### src/rtl/dp_lane_tx_pkg.sv
// Shared definitions for the DisplayPort transmit lane stage: mode codes,
// link symbols, TPS2 period, PRBS7 seed and the 16-bit PRBS7 step.
package dp_lane_tx_pkg;

  localparam logic [2:0] PHYMODE_IDLE  = 3'd0;
  localparam logic [2:0] PHYMODE_DATA  = 3'd1;
  localparam logic [2:0] PHYMODE_TPS1  = 3'd2;
  localparam logic [2:0] PHYMODE_TPS2  = 3'd3;
  localparam logic [2:0] PHYMODE_PRBS7 = 3'd4;

  localparam logic [7:0] SYM_D10_2 = 8'h4A;
  localparam logic [7:0] SYM_K28_5 = 8'hBC;
  localparam logic [7:0] SYM_D11_6 = 8'hCB;

  localparam logic [2:0] TPS2_PERIOD = 3'd5;
  localparam logic [6:0] PRBS7_SEED  = 7'h7F;

  typedef struct packed {
    logic [1:0]  isk;
    logic [15:0] dat;
  } lane_word_t;

  // Advances x^7+x^6+1 by 16 bits; first bit lands in bit 0. Returns {state, word}.
  function automatic logic [22:0] prbs7_step16(input logic [6:0] seed);
    logic [6:0]  s;
    logic [15:0] w;
    logic        b;
    s = seed;
    w = 16'h0000;
    for (int j = 0; j < 16; j++) begin
      b    = s[6] ^ s[5];
      w[j] = b;
      s    = {s[5:0], b};
    end
    return {s, w};
  endfunction

endpackage

### src/rtl/dp_skew_line.sv
// Fixed-depth registered delay line used for inter-lane skew; DEPTH=0 is a
// plain wire.
module dp_skew_line #(
  parameter int DEPTH = 0,
  parameter int WIDTH = 18
) (
  input  logic             clk,
  input  logic             reset,
  input  logic [WIDTH-1:0] d,
  output logic [WIDTH-1:0] q
);

  generate
    if (DEPTH == 0) begin : g_wire
      logic unused_clk_rst;
      assign unused_clk_rst = clk ^ reset;
      assign q = d;
    end else begin : g_reg
      logic [WIDTH-1:0] sr [DEPTH];

      // Shift every cycle, independent of link mode
      always_ff @(posedge clk or posedge reset) begin
        if (reset) begin
          for (int k = 0; k < DEPTH; k++) sr[k] <= '0;
        end else begin
          sr[0] <= d;
          for (int k = 1; k < DEPTH; k++) sr[k] <= sr[k-1];
        end
      end

      assign q = sr[DEPTH-1];
    end
  endgenerate

endmodule

### src/rtl/dp_lane_tx.sv
// DisplayPort main-link transmit lane stage: per-lane pattern mux plus fixed
// inter-lane skew. Optional PRBS7 generator in mode 4 when DP_PRBS7_EN is defined.
module dp_lane_tx
  import dp_lane_tx_pkg::*;
#(
  parameter int NLANES = 4,
  parameter int SKEW   = 2
) (
  input  logic                  dpclk,
  input  logic                  reset,
  input  logic [2:0]            phymode,
  input  logic [16*NLANES-1:0]  scrdat,
  input  logic [2*NLANES-1:0]   scrisk,
  output logic [16*NLANES-1:0]  txdat,
  output logic [2*NLANES-1:0]   txisk,
  output logic                  modechg
);

  logic [2:0]  prevmode;
  logic [2:0]  ctr;
  logic        chg;
  logic [2:0]  eff_ctr;
  logic [2:0]  ctr_next;
  logic [15:0] prbs_word;
  lane_word_t  pat;
  lane_word_t [NLANES-1:0] stage;

  // Mode-change detect and pattern position; a new mode always starts at 0
  always_comb begin
    chg      = (phymode != prevmode);
    eff_ctr  = chg ? 3'd0 : ctr;
    if (chg) begin
      ctr_next = 3'd1;
    end else if (ctr == (TPS2_PERIOD - 3'd1)) begin
      ctr_next = 3'd0;
    end else begin
      ctr_next = ctr + 3'd1;
    end
  end

`ifdef DP_PRBS7_EN
  logic [6:0]  prbs;
  logic [6:0]  prbs_start;
  logic [22:0] prbs_step;

  // Seed is reloaded on entry to mode 4 so the first word comes from 7'h7F
  always_comb begin
    prbs_start = chg ? PRBS7_SEED : prbs;
    prbs_step  = prbs7_step16(prbs_start);
    prbs_word  = prbs_step[15:0];
  end

  // PRBS state only advances while mode 4 is active
  always_ff @(posedge dpclk or posedge reset) begin
    if (reset) begin
      prbs <= PRBS7_SEED;
    end else if (phymode == PHYMODE_PRBS7) begin
      prbs <= prbs_step[22:16];
    end else begin
      prbs <= prbs;
    end
  end
`else
  assign prbs_word = 16'h0000;
`endif

  // Pattern shared by all lanes for the non-data modes
  always_comb begin
    pat = '0;
    case (phymode)
      PHYMODE_TPS1:  pat = {2'b00, SYM_D10_2, SYM_D10_2};
      PHYMODE_TPS2: begin
        if (eff_ctr < 3'd2) begin
          pat = {2'b01, SYM_D11_6, SYM_K28_5};
        end else begin
          pat = {2'b00, SYM_D10_2, SYM_D10_2};
        end
      end
      PHYMODE_PRBS7: pat = {2'b00, prbs_word};
      default:       pat = '0;
    endcase
  end

  // Stage 1: registered per-lane word and mode-change tracking
  always_ff @(posedge dpclk or posedge reset) begin
    if (reset) begin
      prevmode <= 3'd0;
      ctr      <= 3'd0;
      modechg  <= 1'b0;
      stage    <= '0;
    end else begin
      prevmode <= phymode;
      ctr      <= ctr_next;
      modechg  <= chg;
      for (int i = 0; i < NLANES; i++) begin
        if (phymode == PHYMODE_DATA) begin
          stage[i] <= {scrisk[2*i +: 2], scrdat[16*i +: 16]};
        end else begin
          stage[i] <= pat;
        end
      end
    end
  end

  generate
    for (genvar i = 0; i < NLANES; i++) begin : g_lane
      logic [17:0] lane_q;

      dp_skew_line #(
        .DEPTH (i * SKEW),
        .WIDTH (18)
      ) u_skew (
        .clk   (dpclk),
        .reset (reset),
        .d     (stage[i]),
        .q     (lane_q)
      );

      assign txdat[16*i +: 16] = lane_q[15:0];
      assign txisk[2*i +: 2]   = lane_q[17:16];
    end
  endgenerate

endmodule
### config.mk
export PLATFORM = sky130hd
export DESIGN_NAME = dp_lane_tx
export DESIGN_NICKNAME = d
export VERILOG_FILES = /design/src/rtl/dp_lane_tx_pkg.sv /design/src/rtl/dp_skew_line.sv /design/src/rtl/dp_lane_tx.sv
export SDC_FILE = /design/constraint.sdc
export NUM_CORES = 1
export LEC_CHECK = 0
export ABC_CLOCK_PERIOD_IN_PS = 4350
export CORE_MARGIN = 4
export CORE_UTILIZATION = 40
export CTS_BUF_LIST = sky130_fd_sc_hd__clkbuf_8 sky130_fd_sc_hd__clkbuf_16
export CTS_CLUSTER_SIZE = 8
export DETAILED_ROUTE_END_ITERATION = 6
export SLEW_MARGIN = 25
export SYNTH_ARGS = -nofsm -noshare
export SYNTH_HDL_FRONTEND = slang
export SYNTH_HIERARCHICAL = 1
export SYNTH_SLANG_ARGS = --single-unit
### constraint.sdc
create_clock -name dpclk -period 4.35 [get_ports dpclk]
set_input_delay 1.0875 -clock dpclk [delete_from_list [all_inputs] [get_ports dpclk]]
set_output_delay 1.0875 -clock dpclk [all_outputs]
set_load 0.02 [all_outputs]
==> results of run 1 <==
==> critical path: cells and delay by family <==
| kind | cells | cell delay, ns |
|---|---|---|
| AOI/OAI and AO/OA | 1 | 0.25 |
| buffers and inverters | 2 | 0.92 |
| and+or+nand+nor | 2 | 0.91 |
==> registers in the layout (all words and copies together), names as in the netlist <==
name	cells
stage	72
g_lane.u_skew/g_reg.sr	162
g_lane.u_skew/q	54
prevmode	3
modechg	1
ctr	3
==> Yosys cell counts <==
| cell type | count | share of area |
|---|---|---|
| clkbuf_1 | 4 | 0.0017 |
| buf_1 | 2 | 0.00086 |
| o31ai_4 | 1 | 0.0024 |
| nor3_1 | 1 | 0.00057 |
| buf_6 | 2 | 0.0026 |
| nand2b_1 | 1 | 0.00072 |
| nand2_1 | 11 | 0.0047 |
| buf_4 | 72 | 0.062 |
| inv_1 | 7 | 0.0030 |
| dfrtp_1 | 295 | 0.85 |
| xor2_1 | 3 | 0.0030 |
| ha_1 | 2 | 0.0029 |
| nor2_1 | 58 | 0.025 |
| or3_1 | 1 | 0.00072 |
| a21o_1 | 16 | 0.014 |
| and2_1 | 21 | 0.015 |
| o211ai_2 | 1 | 0.0014 |
| mux2i_1 | 1 | 0.0011 |
| a31oi_1 | 8 | 0.0057 |
| nor2b_1 | 4 | 0.0029 |
| buf_2 | 7 | 0.0040 |
==> metal layers <==
layer | part of all wire | track usage | vias up
met5 | 0 | 0 | -
met4 | 0.026 | 0.0571 | 0
met3 | 0.096 | 0.0466 | 31
met2 | 0.49 | 0.193 | 140
met1 | 0.39 | 0.145 | 1912
li1 | - | - | 1746
==> stage by stage <==
step           worst slack [ns]  std cells
5_1_grt                    1.46        910
3_3_place_gp               1.16        864
2_1_floorplan             0.417        518
4_1_cts                    1.57        910
6_report                   1.60        910
3_5_place_dp               1.08        864
==> worst max path at each step <==
stage	from	end	slack (ns)
2_1_floorplan	reset	g_lane[3].u_skew/g_reg.sr[100]	0.42
3_3_place_gp	phymode[2]	stage[41]	1.16
3_5_place_dp	phymode[2]	stage[2]	1.08
4_1_cts	phymode[2]	stage[20]	1.57
5_1_grt	phymode[2]	stage[25]	1.46
6_report	phymode[2]	stage[20]	1.60
==> power by group <==
part / internal [mW] / switching, mW
combinational: 0.145 / 0.165
clock: 1.73 / 1.01
sequential: 2.89 / 0.0386
==> layout make-up <==
type / count / share of cell area
timing repair buffer: 158 / 0.140
clock inverter: 3 / 0.00292
multi-input combinational: 129 / 0.0630
inverter: 7 / 0.00304
tap: 275 / 0.0309
clock buffer: 43 / 0.0967
sequential: 295 / 0.663
==> kinds of logic (layout without fill, tap and decap cells) <==
kind of cell / after synthesis / count (layout) / share of synthesized area
flops: 295 / 295 / 0.846
simple gates: 97 / 97 / 0.0496
buf+inv: 94 / 211 / 0.0741
compound gates: 26 / 26 / 0.0234
xor+xnor: 3 / 3 / 0.00301
fa+ha+maj: 2 / 2 / 0.00287
mux: 1 / 1 / 0.00115
==> results by group, run 1 <==
Global route
  • Initial antenna violation count: 0
  • Gr usage total: 0.121
  • Vias in the first global route: 4396
  • Largest net degree at the start of global routing: 94
  • First-pass GRT wire length: about 23000 um
  • Global route overflow: 0

Logic synthesis
  • Mapped Avg Cell Area: about 17 um^2
  • Number of library cell types mapped by synthesis: 21
  • FF+latch count, synth: between 200 and 300
  • Post-synthesis sequential area ratio: 0.846
  • Post-synthesis net count: 597
  • Synth Cell Area: just under 0.009 mm^2
  • Yosys warnings: 6
  • Post-Syn Instances: about 520

Layout
  • Final Cell Area: roughly 0.011 mm^2
  • Commonest non-fill, non-tap cell in the layout: dfrtp_1
  • Multi-input gate area: around 700 um^2
  • Antenna Cells: 0
  • Final Core Density: 0.524
  • Register area: around 0.0074 mm^2
  • Fillers: approximately 1700
  • Most frequent cells in the layout: dfrtp_1, clkdlybuf4s50_1, nor2_1
  • Layout Nets: between 700 and 800
  • Fraction of layout cells with a size suffix above 1: 0.0945
  • Area growth syn-to-layout: 27.5%

Setup path
  • CP max stage delay: ~0.76 ns
  • Worst r2r path cells: 4
  • CP cell instances: clkdlybuf4s50_1 > nor2b_2 > o31ai_4 > buf_4 > nor2_1
  • R2r startpoint: prevmode[2]
  • Critical path type: in -> reg
  • Worst path slowest cell: nor2b_2
  • Crit path capture type: flip-flop
  • Critical Path RT: ~4.8 ns
  • Reg-to-reg slack, setup: 2.75 ns
  • Crit start category: input pin
  • CP max FO: 21
  • Worst r2r dst: stage[20]
  • Crit path arrival time: around 3.2 ns

Drt
  • Vias: 3829
  • Number of detailed-route iterations in the first pass: 4
  • DRC viols: 0
  • Antenna viol nets, final: 0
  • First-iteration detailed-routing DRC count: 110
  • Total length of routed wires: ~14000 um
  • Vias per cell: between 4 and 5
  • WL/cell: 15.5 um

Clock network
  • H-Tree Depth: 2
  • CTS tree: built
  • Root Driver: clkbuf_16
  • Clock Latency Late Sink: around 0.51 ns
  • Hold-fix buffers, CTS: 0
  • Maximum clock path buffer count: 3
  • Clk sinks: ~300
  • CTS buffer count: 42
  • Clock slew at reported path FFs: roughly 0.05 ns
  • CTS resizes: 0
  • Post-CTS Setup Inserts: 0

Power and ir drop
  • VDD IR-drop max: 0.000258 V
  • P per Cell Area: 537 mW/mm^2
  • Power Total: roughly 6.0 mW
  • P_leak: around 5.4 nW

Die
  • Initial Util: 0.411
  • # rows: 53
  • DIE AREA: between 0.02 and 0.025 mm^2
  • Core area: about 0.021 mm^2
  • Die Wd: ~160 um
  • Die height: roughly 160 um
  • I/O pins: 150

Placement
  • Placed Area: roughly 0.01 mm^2
  • Routability cong.: between 0.7 and 0.8
  • Port bufs: between 100 and 150
  • DP HPWL: ~9000 um

STA
  • Period utilization: 0.633
  • Fmax: roughly 360 MHz
  • Final Max Slew Viols: 0
  • Clock period minus worst slack: between 2 and 3 ns
  • Fin Setup TNS: 0 ns
  • Actual slew at the worst max-slew pin: about 0.84 ns
  • Final setup viols: 0
  • RSZ-0062 raised after global routing: no
  • Hold Slack: around 0.34 ns
  • Final Hold Viols: 0
  • Relative slew margins: 0.437
  • Fin Clk Skew: ~0.012 ns

Hold path
  • Worst Hold Launch: g_lane[2].u_skew/g_reg.sr[24]
  • Hold Path End: g_lane[2].u_skew/q[6]
  • Class of the tightest hold or removal check: reg -> reg
  • WHS Path Cells: 0

Outcome
  • Status: complete, no violations

Run
  • Max-cap violations: 0
(Power assumes the default switching activity.)
==> run 2: changes to the inputs <==
--- a/config.mk
+++ b/config.mk
@@ -5,7 +5,7 @@
 export SDC_FILE = /design/constraint.sdc
 export NUM_CORES = 1
 export LEC_CHECK = 0
-export ABC_CLOCK_PERIOD_IN_PS = 4350
+export ABC_CLOCK_PERIOD_IN_PS = 2600
 export CORE_MARGIN = 4
 export CORE_UTILIZATION = 40
 export CTS_BUF_LIST = sky130_fd_sc_hd__clkbuf_8 sky130_fd_sc_hd__clkbuf_16
==> constraint.sdc (replaced) <==
create_clock -name dpclk -period 2.6 [get_ports dpclk]
set_input_delay 0.65 -clock dpclk [delete_from_list [all_inputs] [get_ports dpclk]]
set_output_delay 0.65 -clock dpclk [all_outputs]
set_load 0.02 [all_outputs]
==> run 2 against run 1 <==
Compared with the run above:
- utilization increased by 0.64 points
- combinational power rose by 77%
- final cell count grew 1.1%
- clock skew is 0.0049 ns lower
- highest routed layer is now met5
- die area unchanged
==> results by group, run 2 (synthesis results as in run 1) <==
Setup path
  • Crit path capture type: output port
  • Crit path depth: 1
  • Critical path type: reg -> out
  • Reg-to-reg slack, setup: about 1.2 ns
  • WP buf/inv: 1
  • Critical Path RT: a little under 2 ns
  • CP max FO: 1
  • CP max stage delay: about 0.67 ns
  • Crit start category: flip-flop
  • Crit path arrival time: around 1.5 ns
  • CP cell instances: clkdlybuf4s50_1
  • Worst r2r path cells: 3
  • Cell family with most CP delay: buffers and inverters
  • Worst path slowest cell: clkdlybuf4s50_1

Drt
  • DRC viols: 0
  • Number of detailed-route iterations in the first pass: 4
  • Vias per cell: around 4.2
  • WL/cell: 15.3 um
  • First-iteration detailed-routing DRC count: 84
  • Antenna viol nets, final: 0
  • Vias: slightly below 4000
  • Total length of routed wires: 14000 um

Run
  • Max-cap violations: 0

Die
  • Core area: 0.0212 mm^2
  • Die height: approximately 160 um
  • # rows: 53
  • Die Wd: 156 um
  • DIE AREA: about 0.024 mm^2
  • I/O pins: 150
  • Initial Util: 0.411

Clock network
  • H-Tree Depth: 2
  • Clk sinks: between 200 and 300
  • Clock slew at reported path FFs: around 0.05 ns
  • CTS resizes: 0
  • Post-CTS Setup Inserts: 0
  • Root Driver: clkbuf_16
  • CTS buffer count: between 40 and 50
  • Maximum clock path buffer count: 3
  • Hold-fix buffers, CTS: 0
  • Clock Latency Late Sink: 0.50 ns
  • CTS tree: built

Hold path
  • Class of the tightest hold or removal check: reg -> reg
  • WHS Path Cells: 0

STA
  • Clock period minus worst slack: roughly 2.1 ns
  • Hold Slack: around 0.34 ns
  • Final Hold Viols: 0
  • Fin Setup TNS: 0 ns
  • Fmax: around 470 MHz
  • Final setup viols: 0
  • Actual slew at the worst max-slew pin: ~0.46 ns
  • Period utilization: 0.820
  • RSZ-0062 raised after global routing: no
  • Fin Clk Skew: roughly 0.0075 ns
  • Final Max Slew Viols: 0
  • Relative slew margins: 0.694

Global route
  • Gr usage total: 0.121
  • Vias in the first global route: between 4000 and 5000
  • Largest net degree at the start of global routing: roughly 60
  • First-pass GRT wire length: roughly 23000 um
  • Initial antenna violation count: 1
  • Global route overflow: 0

Layout
  • Fraction of layout cells with a size suffix above 1: 0.107
  • Area growth syn-to-layout: 29.1%
  • Max reg flops: between 150 and 200
  • Biggest register: g_lane.u_skew/g_reg.sr
  • Antenna Cells: 0
  • Fillers: about 1700
  • Commonest non-fill, non-tap cell in the layout: dfrtp_1
  • Layout Nets: 723
  • Most frequent cells in the layout: dfrtp_1, clkdlybuf4s50_1, nor2_1

Outcome
  • Status: complete, no violations

Power and ir drop
  • VDD IR-drop max: 0.000465 V
  • P_leak: between 5 and 6 nW
  • P per Cell Area: 883 mW/mm^2

Placement
  • Routability cong.: roughly 0.71
  • DP HPWL: between 9000 and 10000 um
  • Port bufs: 149
## run 2: cell types whose count changed in the layout (fill, tap and decap cells not counted), sizes merged
cell / delta
inv: -4
clkinv: +1
buf: +11
clkinvlp: +2
## run 2: worst paths after layout
path                                          startpoint                              to
max reg2reg                                  prevmode[2]                        stage[1]
max                                g_lane[1].u_skew/q[1]                       txdat[17]
max in group asynchronous                          reset  g_lane[3].u_skew/g_reg.sr[101]
min reg2reg                g_lane[2].u_skew/g_reg.sr[50]   g_lane[2].u_skew/g_reg.sr[32]
min in group asynchronous                          reset   g_lane[2].u_skew/g_reg.sr[55]
min                        g_lane[2].u_skew/g_reg.sr[50]   g_lane[2].u_skew/g_reg.sr[32]
## run 2: routing by layer
metal,global-route usage,up-vias,routed length [um]
met4,0.0488,2,307
li1,-,1766,-
met2,0.194,143,6970
met3,0.0571,25,1450
met5,0,-,13
met1,0.142,1960,5310
## run 2: final cells by class
type | instances | area, um^2 | share of cell area
clock buffers | 43 | 1080 | 0.0955
multi-input cells | 129 | 698 | 0.0620
repair buffers | 169 | 1720 | 0.152
clock inverters | 2 | 12.5 | 0.00111
inverters | 7 | 35.0 | 0.00311
well taps | 275 | 344 | 0.0305
flip-flops and latches | 295 | 7380 | 0.655
## run 2: per-stage QoR
step / cell area (um^2) / util / cells / power [mW] / worst slack [ns]
4_1_cts: 11300 / 0.531 / 920 / 10.2 / 0.433
6_report: 11300 / 0.531 / 920 / 9.95 / 0.467
3_3_place_gp: 10200 / 0.480 / 875 / 5.51 / 0.312
3_5_place_dp: 10200 / 0.480 / 875 / 5.53 / 0.334
5_1_grt: 11300 / 0.531 / 920 / 10.4 / 0.381
2_1_floorplan: 8730 / - / 518 / 5.26 / 0.125
## run 2: power breakdown
group / internal, mW / switching, mW
registers: 4.83 / 0.0638
logic: 0.266 / 0.282
clock network: 2.87 / 1.63
total: 7.97 / 1.98
==> run 3: changes to the inputs <==
--- a/config.mk
+++ b/config.mk
@@ -5,12 +5,13 @@
 export SDC_FILE = /design/constraint.sdc
 export NUM_CORES = 1
 export LEC_CHECK = 0
-export ABC_CLOCK_PERIOD_IN_PS = 2600
+export ABC_CLOCK_PERIOD_IN_PS = 1850
 export CORE_MARGIN = 4
 export CORE_UTILIZATION = 40
 export CTS_BUF_LIST = sky130_fd_sc_hd__clkbuf_8 sky130_fd_sc_hd__clkbuf_16
 export CTS_CLUSTER_SIZE = 8
 export DETAILED_ROUTE_END_ITERATION = 6
+export PLACE_DENSITY = 0.66
 export SLEW_MARGIN = 25
 export SYNTH_ARGS = -nofsm -noshare
 export SYNTH_HDL_FRONTEND = slang
==> constraint.sdc (replaced) <==
create_clock -name dpclk -period 1.85 [get_ports dpclk]
set_input_delay 0.4625 -clock dpclk [delete_from_list [all_inputs] [get_ports dpclk]]
set_output_delay 0.4625 -clock dpclk [all_outputs]
set_load 0.02 [all_outputs]
==> run 3 against run 2 <==
Compared with the run above:
- total power grew 40%
- register-to-register slack lost 0.76 ns
- final cell count is the same
==> results by group, run 3 (synthesis results as in run 1) <==
Drt
  • Total length of routed wires: around 15000 um
  • First-iteration detailed-routing DRC count: between 100 and 150
  • Antenna viol nets, final: 0
  • Vias per cell: 4.28
  • WL/cell: 16.0 um
  • DRC viols: 0
  • Number of detailed-route iterations in the first pass: 4
  • Vias: just under 4000

Layout
  • Register area: 0.00738 mm^2
  • Fillers: between 1500 and 2000
  • Final Core Density: 0.526
  • Fraction of layout cells with a size suffix above 1: 0.107
  • Biggest register: g_lane.u_skew/g_reg.sr
  • Final Cell Area: 0.0112 mm^2
  • Antenna Cells: 0
  • Layout Nets: about 720
  • Most frequent cells in the layout: dfrtp_1, clkdlybuf4s50_1, dlygate4sd2_1
  • Multi-input gate area: around 700 um^2
  • Commonest non-fill, non-tap cell in the layout: dfrtp_1
  • Area growth syn-to-layout: 27.9%
  • Max reg flops: about 160
  • Final cell count without fillers: 920

Placement
  • Routability cong.: ~0.74
  • Port bufs: 149
  • DP HPWL: a little under 10000 um
  • Placed Area: 0.0102 mm^2
  • Post-placement cell count: ~900

Power and ir drop
  • Switch Pwr: around 2.8 mW
  • P_leak: around 5.7 nW
  • Net Sw Frac: 0.203
  • VDD IR-drop max: about 0.0006 V
  • Clk network pwr share: 0.457
  • Internal: ~11 mW
  • Flop pwr share: 0.492
  • Power Total: between 10 and 15 mW
  • Combinational power share: 0.051
  • P per Cell Area: roughly 1300 mW/mm^2

STA
  • RSZ-0062 raised after global routing: no
  • Period utilization: 0.912
  • Final Hold Viols: 0
  • Final setup viols: 0
  • Final Max Slew Viols: 0
  • Fin Clk Skew: about 0.011 ns
  • Clock period minus worst slack: between 1.5 and 2 ns
  • Fmax: between 500 and 600 MHz
  • Relative slew margins: 0.686
  • Actual slew at the worst max-slew pin: ~0.47 ns

Die
  • Die Wd: about 160 um
  • Core area: between 0.02 and 0.025 mm^2
  • Initial Util: 0.411
  • I/O pins: 150
  • # rows: 53
  • DIE AREA: 0.0242 mm^2
  • Die height: 156 um

Setup path
  • CP cell instances: dlygate4sd2_1
  • CP max FO: 1
  • Crit start category: flip-flop
  • Crit path arrival time: roughly 1.2 ns
  • WP buf/inv: 1
  • CP max stage delay: about 0.42 ns
  • Critical Path RT: ~1.4 ns
  • Critical path type: reg -> out
  • Crit path capture type: output port
  • Reg-to-reg slack, setup: 0.46 ns
  • Worst path slowest cell: dlygate4sd2_1
  • Cell family with most CP delay: buffers and inverters

Clock network
  • Root Driver: clkbuf_16
  • Maximum clock path buffer count: 3
  • CTS resizes: 73
  • Clk sinks: roughly 300
  • Hold-fix buffers, CTS: 0
  • Post-CTS Setup Inserts: 0
  • CTS tree: built
  • Clock slew at reported path FFs: 0.05 ns
  • H-Tree Depth: 2
  • CTS buffer count: 42
  • Clock Latency Late Sink: about 0.5 ns

Hold path
  • Class of the tightest hold or removal check: reg -> reg

Global route
  • Vias in the first global route: between 4000 and 5000
  • Initial antenna violation count: 2
  • Gr usage total: 0.127
  • First-pass GRT wire length: ~24000 um
  • Global route overflow: 0
  • Largest net degree at the start of global routing: between 70 and 80

Run
  • Max-cap violations: 0

Outcome
  • Status: complete, no violations
[run 3: area by class of cell]
cell class,count,area share
inverters,7,0.00336
multi-input cells,129,0.0625
clock inverters,2,0.00112
flip-flops and latches,295,0.661
repair buffers,169,0.144
clock buffers,43,0.0964
well taps,275,0.0308
[run 3: worst paths after layout]
check	startpoint	endpoint	cells past startpoint
worst min register to register	g_lane[3].u_skew/g_reg.sr[86]	g_lane[3].u_skew/g_reg.sr[68]	0
worst min-delay path	g_lane[3].u_skew/g_reg.sr[86]	g_lane[3].u_skew/g_reg.sr[68]	0
worst max-delay path	g_lane[1].u_skew/q[6]	txdat[22]	1
max in group asynchronous	reset	stage[69]	3
worst max register to register	prevmode[2]	stage[60]	3
min in group asynchronous	reset	g_lane[1].u_skew/q[1]	3
[run 3: through the flow]
stage | worst slack, ns | hold slack (ns) | TNS, ns
4_1_cts | 0.136 | 0.338 | 0
6_report | 0.163 | 0.335 | 0
5_1_grt | 0.117 | 0.343 | 0
3_5_place_dp | -0.238 | 0.335 | -6.58
2_1_floorplan | 0.0860 | 0.331 | 0
3_3_place_gp | -0.210 | 0.331 | -4.63
[run 3: metal layers]
| layer | global-route usage | part of all wire |
|---|---|---|
| met1 | 0.154 | 0.39 |
| met2 | 0.205 | 0.48 |
| met3 | 0.0474 | 0.097 |
| met4 | 0.0579 | 0.030 |
| met5 | 0 | 0.0018 |
[run 3: power by group through the flow]
| stage | combinational (mW) | sequential [mW] | clock [mW] |
|---|---|---|---|
| final | 0.714 | 6.88 | 6.39 |
| after CTS | 0.735 | 6.89 | 6.61 |
| after floorplan | 0.446 | 6.95 | 0 |
| after detailed placement | 0.789 | 6.99 | 0 |
| after global routing | 0.788 | 6.91 | 6.91 |
| after global placement | 0.767 | 6.97 | 0 |
